$ cat src/rtl/store_buf_pkg.sv
// Shared size encodings and queue entry layout for the store buffer.
// Latency: n/a (types only). Backpressure: n/a.
package store_buf_pkg;

    localparam logic [1:0] SZ_B   = 2'b00;
    localparam logic [1:0] SZ_H   = 2'b01;
    localparam logic [1:0] SZ_W   = 2'b10;
    localparam logic [1:0] SZ_RSV = 2'b11;

    typedef struct packed {
        logic [29:0] addr;
        logic [31:0] wdata;
        logic [3:0]  be;
    } entry_t;

endpackage

$ cat src/rtl/store_lane_align.sv
// Formats sb/sh/sw data into replicated byte lanes with byte enables and flags odd cases.
// Latency: combinational. Backpressure: none, pure function of its inputs.
module store_lane_align
    import store_buf_pkg::*;
(
    input  logic [1:0]  addr_lo,
    input  logic [1:0]  size,
    input  logic [31:0] data,
    output logic [31:0] wdata,
    output logic [3:0]  be,
    output logic        is_misaligned,
    output logic        is_reserved
);

    always_comb begin
        wdata         = '0;
        be            = '0;
        is_misaligned = 1'b0;
        is_reserved   = 1'b0;
        case (size)
            SZ_B: begin
                wdata = {4{data[7:0]}};
                be    = 4'b0001 << addr_lo;
            end
            SZ_H: begin
                wdata         = {2{data[15:0]}};
                be            = addr_lo[1] ? 4'b1100 : 4'b0011;
                is_misaligned = addr_lo[0];
            end
            SZ_W: begin
                wdata         = data;
                be            = 4'b1111;
                is_misaligned = (addr_lo != 2'b00);
            end
            default: is_reserved = 1'b1;
        endcase
    end

endmodule

$ cat src/rtl/m_store_buffer.sv
// Store buffer: lane-formats M-stage stores and drains them in order to the DM write port.
// Latency: push in cycle N is visible on mem_req in N+1 at the earliest, no bypass.
// Backpressure: st_ready drops when DEPTH entries are queued (registered count only);
// STORE_BUF_MISALIGN_EXC_EN drops misaligned stores and pulses misalign.
module m_store_buffer
    import store_buf_pkg::*;
#(
    parameter int DEPTH = 4,
    parameter int CNT_W = $clog2(DEPTH + 1)
) (
    input  logic             clk,
    input  logic             reset,
    input  logic             st_valid,
    output logic             st_ready,
    input  logic [31:0]      st_addr,
    input  logic [31:0]      st_data,
    input  logic [1:0]       st_size,
    output logic             mem_req,
    input  logic             mem_ack,
    output logic [31:0]      mem_addr,
    output logic [31:0]      mem_wdata,
    output logic [3:0]       mem_be,
    output logic             empty,
    output logic [CNT_W-1:0] count
`ifdef STORE_BUF_MISALIGN_EXC_EN
   ,output logic             misalign
`endif
);

    localparam int PTR_W = $clog2(DEPTH);

    entry_t             q [DEPTH];
    entry_t             head;
    logic [PTR_W-1:0]   rd_ptr;
    logic [PTR_W-1:0]   wr_ptr;
    logic [CNT_W-1:0]   cnt;
    logic [31:0]        lane_wdata;
    logic [3:0]         lane_be;
    logic               lane_mis;
    logic               lane_rsv;
    logic               push;
    logic               pop;
    logic               enq;
    logic               drop_mis;

    store_lane_align u_align (
        .addr_lo       (st_addr[1:0]),
        .size          (st_size),
        .data          (st_data),
        .wdata         (lane_wdata),
        .be            (lane_be),
        .is_misaligned (lane_mis),
        .is_reserved   (lane_rsv)
    );

`ifdef STORE_BUF_MISALIGN_EXC_EN
    assign drop_mis = lane_mis;
`else
    logic unused_lane_mis;
    assign unused_lane_mis = lane_mis;
    assign drop_mis        = 1'b0;
`endif

    assign st_ready = (cnt != CNT_W'(DEPTH));
    assign push     = st_valid && st_ready;
    assign empty    = (cnt == '0);
    assign mem_req  = !empty;
    assign pop      = mem_req && mem_ack;
    // Reserved and (optionally) misaligned stores complete the handshake but leave no entry.
    assign enq      = push && !lane_rsv && !drop_mis;
    assign count    = cnt;

    assign head      = q[rd_ptr];
    assign mem_addr  = empty ? '0 : {head.addr, 2'b00};
    assign mem_wdata = empty ? '0 : head.wdata;
    assign mem_be    = empty ? '0 : head.be;

    always_ff @(posedge clk) begin
        if (enq) begin
            q[wr_ptr] <= '{addr: st_addr[31:2], wdata: lane_wdata, be: lane_be};
        end
    end

    always_ff @(posedge clk or posedge reset) begin
        if (reset) begin
            rd_ptr <= '0;
            wr_ptr <= '0;
            cnt    <= '0;
        end else begin
            if (enq) wr_ptr <= wr_ptr + PTR_W'(1);
            if (pop) rd_ptr <= rd_ptr + PTR_W'(1);
            case ({enq, pop})
                2'b10:   cnt <= cnt + CNT_W'(1);
                2'b01:   cnt <= cnt - CNT_W'(1);
                default: cnt <= cnt;
            endcase
        end
    end

`ifdef STORE_BUF_MISALIGN_EXC_EN
    always_ff @(posedge clk or posedge reset) begin
        if (reset) misalign <= 1'b0;
        else       misalign <= push && lane_mis;
    end
`endif

endmodule

$ cat config.mk
export PLATFORM = sky130hd
export DESIGN_NAME = m_store_buffer
export DESIGN_NICKNAME = d
export VERILOG_FILES = /design/src/rtl/store_buf_pkg.sv /design/src/rtl/store_lane_align.sv /design/src/rtl/m_store_buffer.sv
export SDC_FILE = /design/constraint.sdc
export NUM_CORES = 1
export LEC_CHECK = 0
export ABC_AREA = 1
export BUFFER_PORTS_ARGS = -buffer_cell sky130_fd_sc_hd__buf_4
export CAP_MARGIN = 20
export CELL_PAD_IN_SITES_DETAIL_PLACEMENT = 1
export CELL_PAD_IN_SITES_GLOBAL_PLACEMENT = 1
export CORE_ASPECT_RATIO = 0.7
export CORE_MARGIN = 8
export CORE_UTILIZATION = 49
export CTS_CLUSTER_SIZE = 30
export DETAILED_ROUTE_END_ITERATION = 12
export PLACE_DENSITY = 0.9
export SYNTH_ARGS = -nofsm -noshare
export SYNTH_HDL_FRONTEND = slang
export SYNTH_SLANG_ARGS = --single-unit
$ cat constraint.sdc
create_clock -name clk -period 7.09 [get_ports clk]
set_clock_uncertainty 0.2 [all_clocks]
set_input_delay 0 -clock clk [delete_from_list [all_inputs] [get_ports clk]]
set_output_delay 0 -clock clk [all_outputs]
set_load 0.005 [all_outputs]
### Yosys cells after proc, flatten, opt, wreduce, memory -nomap -nowiden

Memory sizes are Yosys's and may differ from the RTL's.
Index checks and enable logic that the tools add are counted.
Widths: inputs -> output; s select.

| storage, ports and cells | value |
|---|---|
| flip-flop bits (word level) | 7 |
| bits in writable memories | 264 |
| memories | 1 |

| cells by class | value |
|---|---|
| add/sub/neg operators | 4 |
| equal/unequal tests | 5 |
| shift-type cells | 1 |
| muxes and demuxes | 9 |
| reduce and logical (&&, ||, !) cells | 8 |

Memories:

| memory | depth | bits a word | rd ports | clocked after memory_dff | wr ports | line | RTL |
|---|---|---|---|---|---|---|---|
| q | 4 | 66 | 1 | 0 | 1 | m_store_buffer.sv:32 | `entry_t q [DEPTH];` |

Operators by type and width:

| kind | number |
|---|---|
| $pmux 32 s3 | 1 |
| $mux 32 | 2 |
| $pmux 4 s3 | 1 |
| $mux 4 | 2 |
| $pmux 3 s2 | 1 |
| $add 2x1->2 const B | 2 |
| $eq 2x1->1 const B | 2 |
| $eq 2x2->1 const B | 2 |
| $shl 1x2->4 const A | 1 |
| $add 3x1->3 const B | 1 |
| $logic_and 1x1->1 | 3 |
| $logic_not 3->1 | 1 |
| $ne 3x3->1 const B | 1 |
| $reduce_or 3->1 | 1 |
| $sub 3x1->3 const B | 1 |
| $logic_not 2->1 | 1 |
| $mux 1 | 2 |
| $reduce_bool 2->1 | 1 |
| $logic_not 1->1 | 1 |

### Depth between registers and ports, before layout

Gate-level depths: netlist (run 1).

| logic depth | value |
|---|---|
| depth after elaboration | 5 |
| gate-level depth with buffers | 12 |
| depth with buffers taken out | 12 |

### Modules after synthesis

From an unflattened synthesis (run 1), not the netlist that was laid out.

| second synthesis, totals | value |
|---|---|
| cells, all modules | 1249 |
| area, all modules | 12316.8 um^2 |

Modules (own cells, without submodules):

| module | times used | cells each | area each (um^2) | sequential area each (um^2) |
|---|---|---|---|---|
| m_store_buffer | 1 | 1104 | 11643.7 | 8102.8 |
| store_lane_align | 1 | 145 | 673.1 | 0.0 |

### Worst setup path before layout (run 1)

No wires, ideal clock.

| timing path | value |
|---|---|
| path type | reg2reg |
| start point | reg cnt[0], in the netlist count[0] |
| end point | mem q[0][0] (netlist name) (enable) |
| setup time | 0.491 ns |
| arrival | 3.612 ns |
| data required time | 6.399 ns |
| path slack | 2.787 ns |
| stages on the path, launching flop included | 5 |
| clock period less this slack | 4.303 ns |
| cells stage by stage | dfrtp_1 inv_1 nand3_1 nand3_1 nor2_1 |

| on the way | value |
|---|---|
| word-level cells in the longest chain between the ends | 5 |

Ends and longest elaborated chain:

| what | line | RTL |
|---|---|---|
| start: declaration | m_store_buffer.sv:36 | `logic [CNT_W-1:0] cnt;` |
| start signal: assignment | m_store_buffer.sv:93 | `2'b10: cnt <= cnt + CNT_W'(1);` |
| start signal: assignment | m_store_buffer.sv:94 | `2'b01: cnt <= cnt - CNT_W'(1);` |
| start signal: assignment | m_store_buffer.sv:95 | `default: cnt <= cnt;` |
| $ne 3x3->1 | m_store_buffer.sv:64 | `assign st_ready = (cnt != CNT_W'(DEPTH));` |
| named net st_ready | m_store_buffer.sv:14 | `output logic st_ready,` |
| $logic_and 1x1->1 | m_store_buffer.sv:65 | `assign push = st_valid && st_ready;` |
| $logic_and 1x1->1 | m_store_buffer.sv:70 | `assign enq = push && !lane_rsv && !drop_mis;` |
| $mux 1 | m_store_buffer.sv:79 | `if (enq) begin` |
| $mux 1 (not written as such) | m_store_buffer.sv:80 | `q[wr_ptr] <= '{addr: st_addr[31:2], wdata: lane_wdata, be: lane_be};` |
| end: declaration | m_store_buffer.sv:32 |  |

The timed path passes the listed nets, and every way through them passes these cells.

### Worst setup path after layout (run 1)

| timing path | value |
|---|---|
| start point | reg rd_ptr[0] |
| end point | out mem_wdata[17] |

| on the way | value |
|---|---|
| word-level cells in the longest chain between the ends | 2 |

Ends and longest elaborated chain:

| what | line | RTL |
|---|---|---|
| start: declaration | m_store_buffer.sv:34 | `logic [PTR_W-1:0] rd_ptr;` |
| start signal: assignment | m_store_buffer.sv:91 | `if (pop) rd_ptr <= rd_ptr + PTR_W'(1);` |
| $mem_v2 4x66 | n/a |  |
| $mux 32 | m_store_buffer.sv:75 | `assign mem_wdata = empty ? '0 : head.wdata;` |
| end: declaration | m_store_buffer.sv:21 | `output logic [31:0] mem_wdata,` |

Every way passes these cells.

==> run metrics, run 1 <==
status finished, final reports clean; sequential area share after synthesis 67.1%; crit path cell chain inv_4, buf_4, nand2_1, nand3_1, a21oi_1, buf_4; DR vias a little over 9000; Critical R2R Launch count[0]; hold_sp st_addr[17]; Port Buf Inserts approximately 140; Post-Synthesis Cells about 1200; global-route usage over all layers approximately a quarter; post-CTS setup buffers 0; clk sinks roughly 270; worst-path maximum fanout 74; Synth-to-Final Area Change 23.9%; core area around 24000 um2; TritonRoute pass-1 iters 5; Worst Reg-to-Reg Cells 5; Top cell by count, worst path buf_4; Synth Area in XOR/XNOR less than 1%; die width between 200 and 250 um; WHS Endpoint q[1][51]; first-pass GRT wire length approximately 60 mm; Switch Pwr 0.00213 W; Pint around 0.0036 W; clock power share ~23%; mux share of post-synthesis cell area 0%; combinational share of power 38.7%; unrepaired setup endpoints after global routing false; Hold Vio Cnt, Final 0; CP Class reg -> out; share of layout cells above drive strength 1 a little over an eighth; worst hold path class in -> reg; Leakage 6.77 nW; adder-cell share of the synthesized area less than 1%; num rows 48; Max Freq about 270 MHz; setup TNS 0 ps; relative slew slack approximately 29%; DRC violations left 0; Critical Path RT 6890 ps; Max-cap violations 0; clock buffer count from CTS 27; yosys warns 0; Iter 0 DRT Violations 578; placed instance area 13400 um2; post-synthesis cell type count 22; DP HPWL 22.6 mm; post-layout instance area 15000 um2; minimum clock period roughly 3700 ps; GPL Wtd Cong approximately 0.83; routed vias/inst between 5 and 6; total grt overflow 0; IO Pins about 140; largest family of logic cells by synthesized area simple AND/OR/NAND/NOR gates; share of the synthesized area in the top cell type 65.7%; Clock Tree Buf Depth 3; Slew Viols, Final 0; VDD IR-drop max between 300 and 400 uV; Post-Synth Simple-Gate Area approximately 17%; critical path arrival between 3000 and 4000 ps; H-tree level count 1; Cell Area, Synth roughly 12000 um2; Initial Util around 49%; initial antenna violation count 2; setup violators final 0; die height around 150 um; Worst Tran Pin Value 1070 ps; pin count of the biggest net entering global routing 75; Hold Crit Depth 2; Yosys reg bits approximately 270; Final Cycle Share a little over half; top post-synthesis cells by area edfxtp_1 66%, nand2_1 9.9%, inv_1 9.1%, nand3_1 6.3%, a21oi_1 2.7%; Reg-to-Reg End q[0][8]; nets 1486; final wirelength approximately 38 mm; R2R setup slack ~3800 ps; Reg power frac around two fifths; DR WL/cell between 20 and 25 um; Avg Synthesized Cell Area approximately 10 um2; Synth Area in Compound Gates 3.32%; Slowest-stage cell, CP dfrtp_4; worst skew pair latency between 500 and 600 ps; Die ar. approximately 30000 um2; Max stage delay on crit path ~780 ps; number of global-route vias before repair a little over 10000; CP endpoint kind primary output; CTS tree built; fill count between 2000 and 3000; Sw Share a little under two fifths; post-route ant nets 0; PD cells 384 nW/um2; Worst Setup Start Kind flip-flop; Synth area leader edfxtp_1; CTS clk-pin slew, worst paths approximately 60 ps; root buf cell clkbuf_16
## layer usage
metal  global-route usage (%)  share of wire, %  up-vias
met1                     29.9                40     4649
met3                     4.29               5.8      123
met5                        0                 0        -
li1                         -                 -     4212
met2                     44.5                51      375
met4                     10.7               3.8        0
## worst max-delay path: cells and delay by family, from the launching register on
family / cells / cell delay [ps]
compound gates: 1 / 140
flops: 1 / 780
buf+inv: 3 / 1610
simple gates: 2 / 320
## power groups by stage
stage / Combinational [W] / Clock [W] / Sequential (W)
after floorplan: 0.00120 / 0 / 0.00214
after global placement: 0.00206 / 0 / 0.00220
after detailed placement: 0.00216 / 0 / 0.00222
after CTS: 0.00223 / 0.00133 / 0.00219
after global routing: 0.00243 / 0.00139 / 0.00222
final: 0.00222 / 0.00132 / 0.00220
## cells in the final DEF (no fill, tap or decap), drive strengths merged
cell type,Yosys,layout
o21ai,14,14
buf,37,150
a21oi,66,66
clkinv,0,10
dfrtp,7,7
nand3,153,153
fa,1,1
or2,1,1
nand4,3,3
conb,1,2
dlygate4sd3,0,82
xnor2,2,2
inv,295,296
nand2,319,319
bufinv,0,1
clkbuf,20,33
ha,5,5
edfxtp,264,264
diode,0,2
nor2,17,17
## cell usage after synthesis (all sizes together)
master / number
edfxtp: 264
dfrtp: 7
nand2: 319
o21ai: 14
buf: 37
fa: 1
or2: 1
nand4: 3
ha: 5
a21oi: 66
xnor2: 2
nor2: 17
inv: 295
conb: 1
clkbuf: 20
nand3: 153
## registers in the layout, indices dropped and copies added, names as in the netlist
name / count
q: 264
count: 3
rd_ptr: 2
wr_ptr: 2
## stage by stage
| stage | instances | util (%) | worst slack [ps] | hold slack [ps] | power, W |
|---|---|---|---|---|---|
| after floorplan | 1206 | - | 2790 | -397 | 0.00334 |
| after global placement | 1624 | 54.6 | 3960 | -234 | 0.00425 |
| after detailed placement | 1624 | 54.6 | 3780 | -234 | 0.00438 |
| after CTS | 1751 | 61.2 | 3430 | 0.773 | 0.00575 |
| after global routing | 1753 | 61.2 | 3230 | 22.2 | 0.00604 |
| final | 1753 | 61.2 | 3370 | 23.9 | 0.00574 |
## cell families after synthesis
logic type | after synthesis
adders and majority gates | 6
AOI/OAI and AO/OA | 80
buffers and inverters | 352
DFF | 271
and+or+nand+nor | 493
xor gates and xnor gates | 2
other | 1
## area by class of cell
class | count | area [um2] | area share [%]
diodes | 2 | 5.00 | 0.0335
multi-input cells | 583 | 2600 | 17.4
inverters | 295 | 1110 | 7.42
flip-flops and latches | 271 | 8110 | 54.2
well taps | 325 | 407 | 2.72
clock inverters | 12 | 81.3 | 0.544
clock buffers | 33 | 698 | 4.67
repair buffers | 232 | 1950 | 13.0
## how the worst max path moves through the flow
| stage | from | to | slack, ps | cells past startpoint |
|---|---|---|---|---|
| 2_1_floorplan | count[0] | q[0][0] | 2790 | 4 |
| 3_3_place_gp | st_size[1] | q[0][14] | 3960 | 5 |
| 5_1_grt | rd_ptr[0] | mem_wdata[17] | 3230 | 6 |
| 3_5_place_dp | count[0] | q[0][15] | 3780 | 5 |
| 4_1_cts | rd_ptr[0] | mem_wdata[16] | 3430 | 6 |
| 6_report | rd_ptr[0] | mem_wdata[17] | 3370 | 6 |
## timing repair
item	CTS	global route
hold buffers	82	0
gates resized for setup	0	0
hold endpoints to repair	278	0
(Power assumes the default switching activity.)
==> run 2, diff against run 1 <==
- ABC_AREA: 1 -> 0
- PLACE_DENSITY: 0.9 -> 0.84
- clock period: 7.09 -> 3.5 ns (I/O delays scaled with it)
==> run metrics, run 2 <==
status finished, final reports clean (unchanged); CTS clk-pin slew, worst paths 60 ps (about the same); post-route ant nets 0 (unchanged); worst hold path class in -> reg (unchanged); GPL Wtd Cong 0.739 (was 0.831); core area 21800 um2 (was 24400 um2); DP HPWL 15.1 mm (was 22.6 mm); Synth area leader edfxtp_1 (unchanged); relative slew slack 30.6% (was 28.6%); Initial Util 50.1% (was 49.4%); Synth-to-Final Area Change 28.4% (was 23.9%); CP Class reg -> out (unchanged); Slowest-stage cell, CP dfrtp_4 (unchanged); Leakage 5.09 nW (was 6.77 nW); DR vias 6006 (was 9359); global-route usage over all layers 20.3% (was 25.1%); Final Util 64.3% (was 61.2%); worst skew pair latency 530 ps (was 520 ps); worst setup margin 678 ps (was 3370 ps); IO Pins 144 (unchanged); worst-path maximum fanout 48 (was 74); Clock Tree Buf Depth 3 (unchanged); TritonRoute pass-1 iters 5 (unchanged); routed vias/inst 5.55 (was 5.34); Primary FF master, synth edfxtp_1 (unchanged); num rows 45 (was 48); Setup Slack @ Placement 1010 ps (was 3780 ps); number of global-route vias before repair 6664 (was 10400); unrepaired setup endpoints after global routing false (unchanged); crit path cell chain buf_12, mux4_2, and2_1, buf_4 (was inv_4, buf_4, nand2_1, nand3_1, a21oi_1, buf_4); largest family of logic cells by synthesized area multiplexers (was simple AND/OR/NAND/NOR gates); DR WL/cell 25.8 um (was 21.8 um); Post-synth ARST share 2.58% (unchanged); Die ar. 27400 um2 (was 30000 um2); root buf cell clkbuf_16 (unchanged); Slew Viols, Final 0 (unchanged); PD cells 793 nW/um2 (was 384 nW/um2); adder-cell share of the synthesized area 0.756% (was 0.684%); top cells by instance count after synthesis 264 x edfxtp_1, 71 x and2_1, 66 x mux4_2, 17 x inv_1, 16 x a21o_1 (was 319 x nand2_1, 292 x inv_1, 264 x edfxtp_1, 152 x nand3_1, 66 x a21oi_1); most common cell in the netlist edfxtp_1 (was nand2_1); commonest cells after routing, fill and taps aside 264 x edfxtp_1, 143 x buf_4, 88 x dlygate4sd3_1 (was 319 x nand2_1, 292 x inv_1, 264 x edfxtp_1); hold_sp st_addr[17] (unchanged); share of the synthesized area in the top cell type 72.6% (was 65.7%); Synth Area in XOR/XNOR 0.481% (was 0.145%); family with the most delay on the worst path flip-flops (was buffers and inverters); yosys warns 0 (unchanged); final wirelength 27.9 mm (was 38.2 mm); Critical Path RT 3300 ps (was 6890 ps); DRC violations left 0 (unchanged); total grt overflow 0 (unchanged); max reg flops 264 (unchanged); Hold Vio Cnt, Final 0 (unchanged); mux share of post-synthesis cell area 14.7% (was 0%); clk sinks 271 (unchanged); CP endpoint kind primary output (unchanged); setup violators final 0 (unchanged); Max Freq roughly 350 MHz; EDFF count, synth 264 (unchanged); Iter 0 DRT Violations 369 (was 578); sequential area share after synthesis 74.2% (was 67.1%); critical path arrival 2620 ps (was 3520 ps); dpl cells 944 (was 1624); first-pass GRT wire length 42.7 mm (was 58.5 mm); Post-Synth Simple-Gate Area 5.11% (was 17.1%); Worst Tran Pin Value 1040 ps (was 1070 ps); Yosys reg bits 271 (unchanged); Synth Area in Compound Gates 2.13% (was 3.32%); critical path launch point rd_ptr[0] (unchanged); nets 854 (was 1486); share of layout cells above drive strength 1 32.5% (was 13.7%); Max-cap violations 0 (unchanged); H-tree level count 1 (unchanged); Max stage delay on crit path 710 ps (was 780 ps); Worst Setup Start Kind flip-flop (unchanged); die height 141 um (was 147 um); die width 194 um (was 204 um); CTS tree built (unchanged); Post-Synthesis Cells 548 (was 1205); commonest non-fill, non-tap cell in the layout edfxtp_1 (was nand2_1); initial antenna violation count 5 (was 2); setup TNS 0 ps (unchanged); CP bufs+invs 2 (was 3); fill count 1872 (was 2666); minimum clock period between 2000 and 3000 ps; post-synthesis cell type count 31 (was 22); final std cells w/o fill 1083 (was 1753); post-CTS setup buffers 0 (unchanged); pin count of the biggest net entering global routing 70 (was 75); Cell Area, Synth 10900 um2 (was 12100 um2); Port Buf Inserts 141 (unchanged); Critical R2R Launch count[0] (unchanged); largest register by flop count q (unchanged); clock buffer count from CTS 26 (was 27); top post-synthesis cells by area edfxtp_1 73%, mux4_2 14%, and2_1 4.1%, dfrtp_1 1.6%, a21o_1 1.1% (was edfxtp_1 66%, nand2_1 9.9%, inv_1 9.1%, nand3_1 6.3%, a21oi_1 2.7%); Avg Synthesized Cell Area 19.9 um2 (was 10.0 um2); VDD IR-drop max 459 uV (was 358 uV); Final Cycle Share roughly 81%
-- run 2: cell types whose count changed after synthesis, moves of 16 or more --
cell / before / now
nand2_1: 319 / 9
inv_1: 292 / 17
nand3_1: 152 / 1
and2_1: 0 / 71
mux4_2: 0 / 66
a21oi_1: 66 / 12
buf_2: 28 / 7
a21o_1: 0 / 16
-- run 2: what timing repair did --
action / in CTS / in global routing
resized for setup: 0 / 0
hold endpoints to repair: 277 / 0
hold buffers: 88 / 0
-- run 2: metal layers --
| layer | wire, um | share of wire, % | global-route usage (%) |
|---|---|---|---|
| met2 | 13600 | 49 | 33.1 |
| met5 | 0 | 0 | 0 |
| met4 | 626 | 2.2 | 5.09 |
| met1 | 11900 | 43 | 27.6 |
| met3 | 1730 | 6.2 | 4.56 |
-- run 2: through the flow --
stage,hold WS (ps),total power (W),area (um2)
floorplan,-397,0.00651,10900
global placement,-242,0.00804,12200
detailed placement,-223,0.00818,12200
CTS,1.78,0.0112,14000
global route,13.4,0.0116,14000
finish,15.9,0.0111,14000
-- run 2: logic make-up after synthesis --
kind of cell	after synthesis
compound gates	38
xor+xnor	6
fa+ha+maj	6
buf+inv	52
flops	271
mux	77
other cells	1
simple gates	97
-- run 2: cell type report --
cell class / count / area, um2 / area share [%]
diodes: 4 / 10.0 / 0.0714
flip-flops and latches: 271 / 8110 / 57.9
clock inverters: 12 / 161 / 1.15
clock buffers: 35 / 716 / 5.11
repair buffers: 236 / 2050 / 14.7
inverters: 17 / 63.8 / 0.455
multi-input cells: 226 / 2550 / 18.2
well taps: 282 / 353 / 2.52
-- run 2: worst paths after layout --
| check | end | slack (ps) | cells past startpoint |
|---|---|---|---|
| worst min-delay path | q[3][51] | 20 | 2 |
| worst min register to register | count[2] | 330 | 1 |
| min in group asynchronous | wr_ptr[1] | 340 | 4 |
| worst max-delay path | mem_be[0] | 680 | 4 |
| max in group asynchronous | rd_ptr[0] | 2470 | 4 |
| worst max register to register | count[2] | 940 | 9 |
-- run 2: power by group --
group | internal [W] | switching, W
combinational | 0.00205 | 0.00160
clock | 0.00173 | 0.00118
sequential | 0.00416 | 0.000400
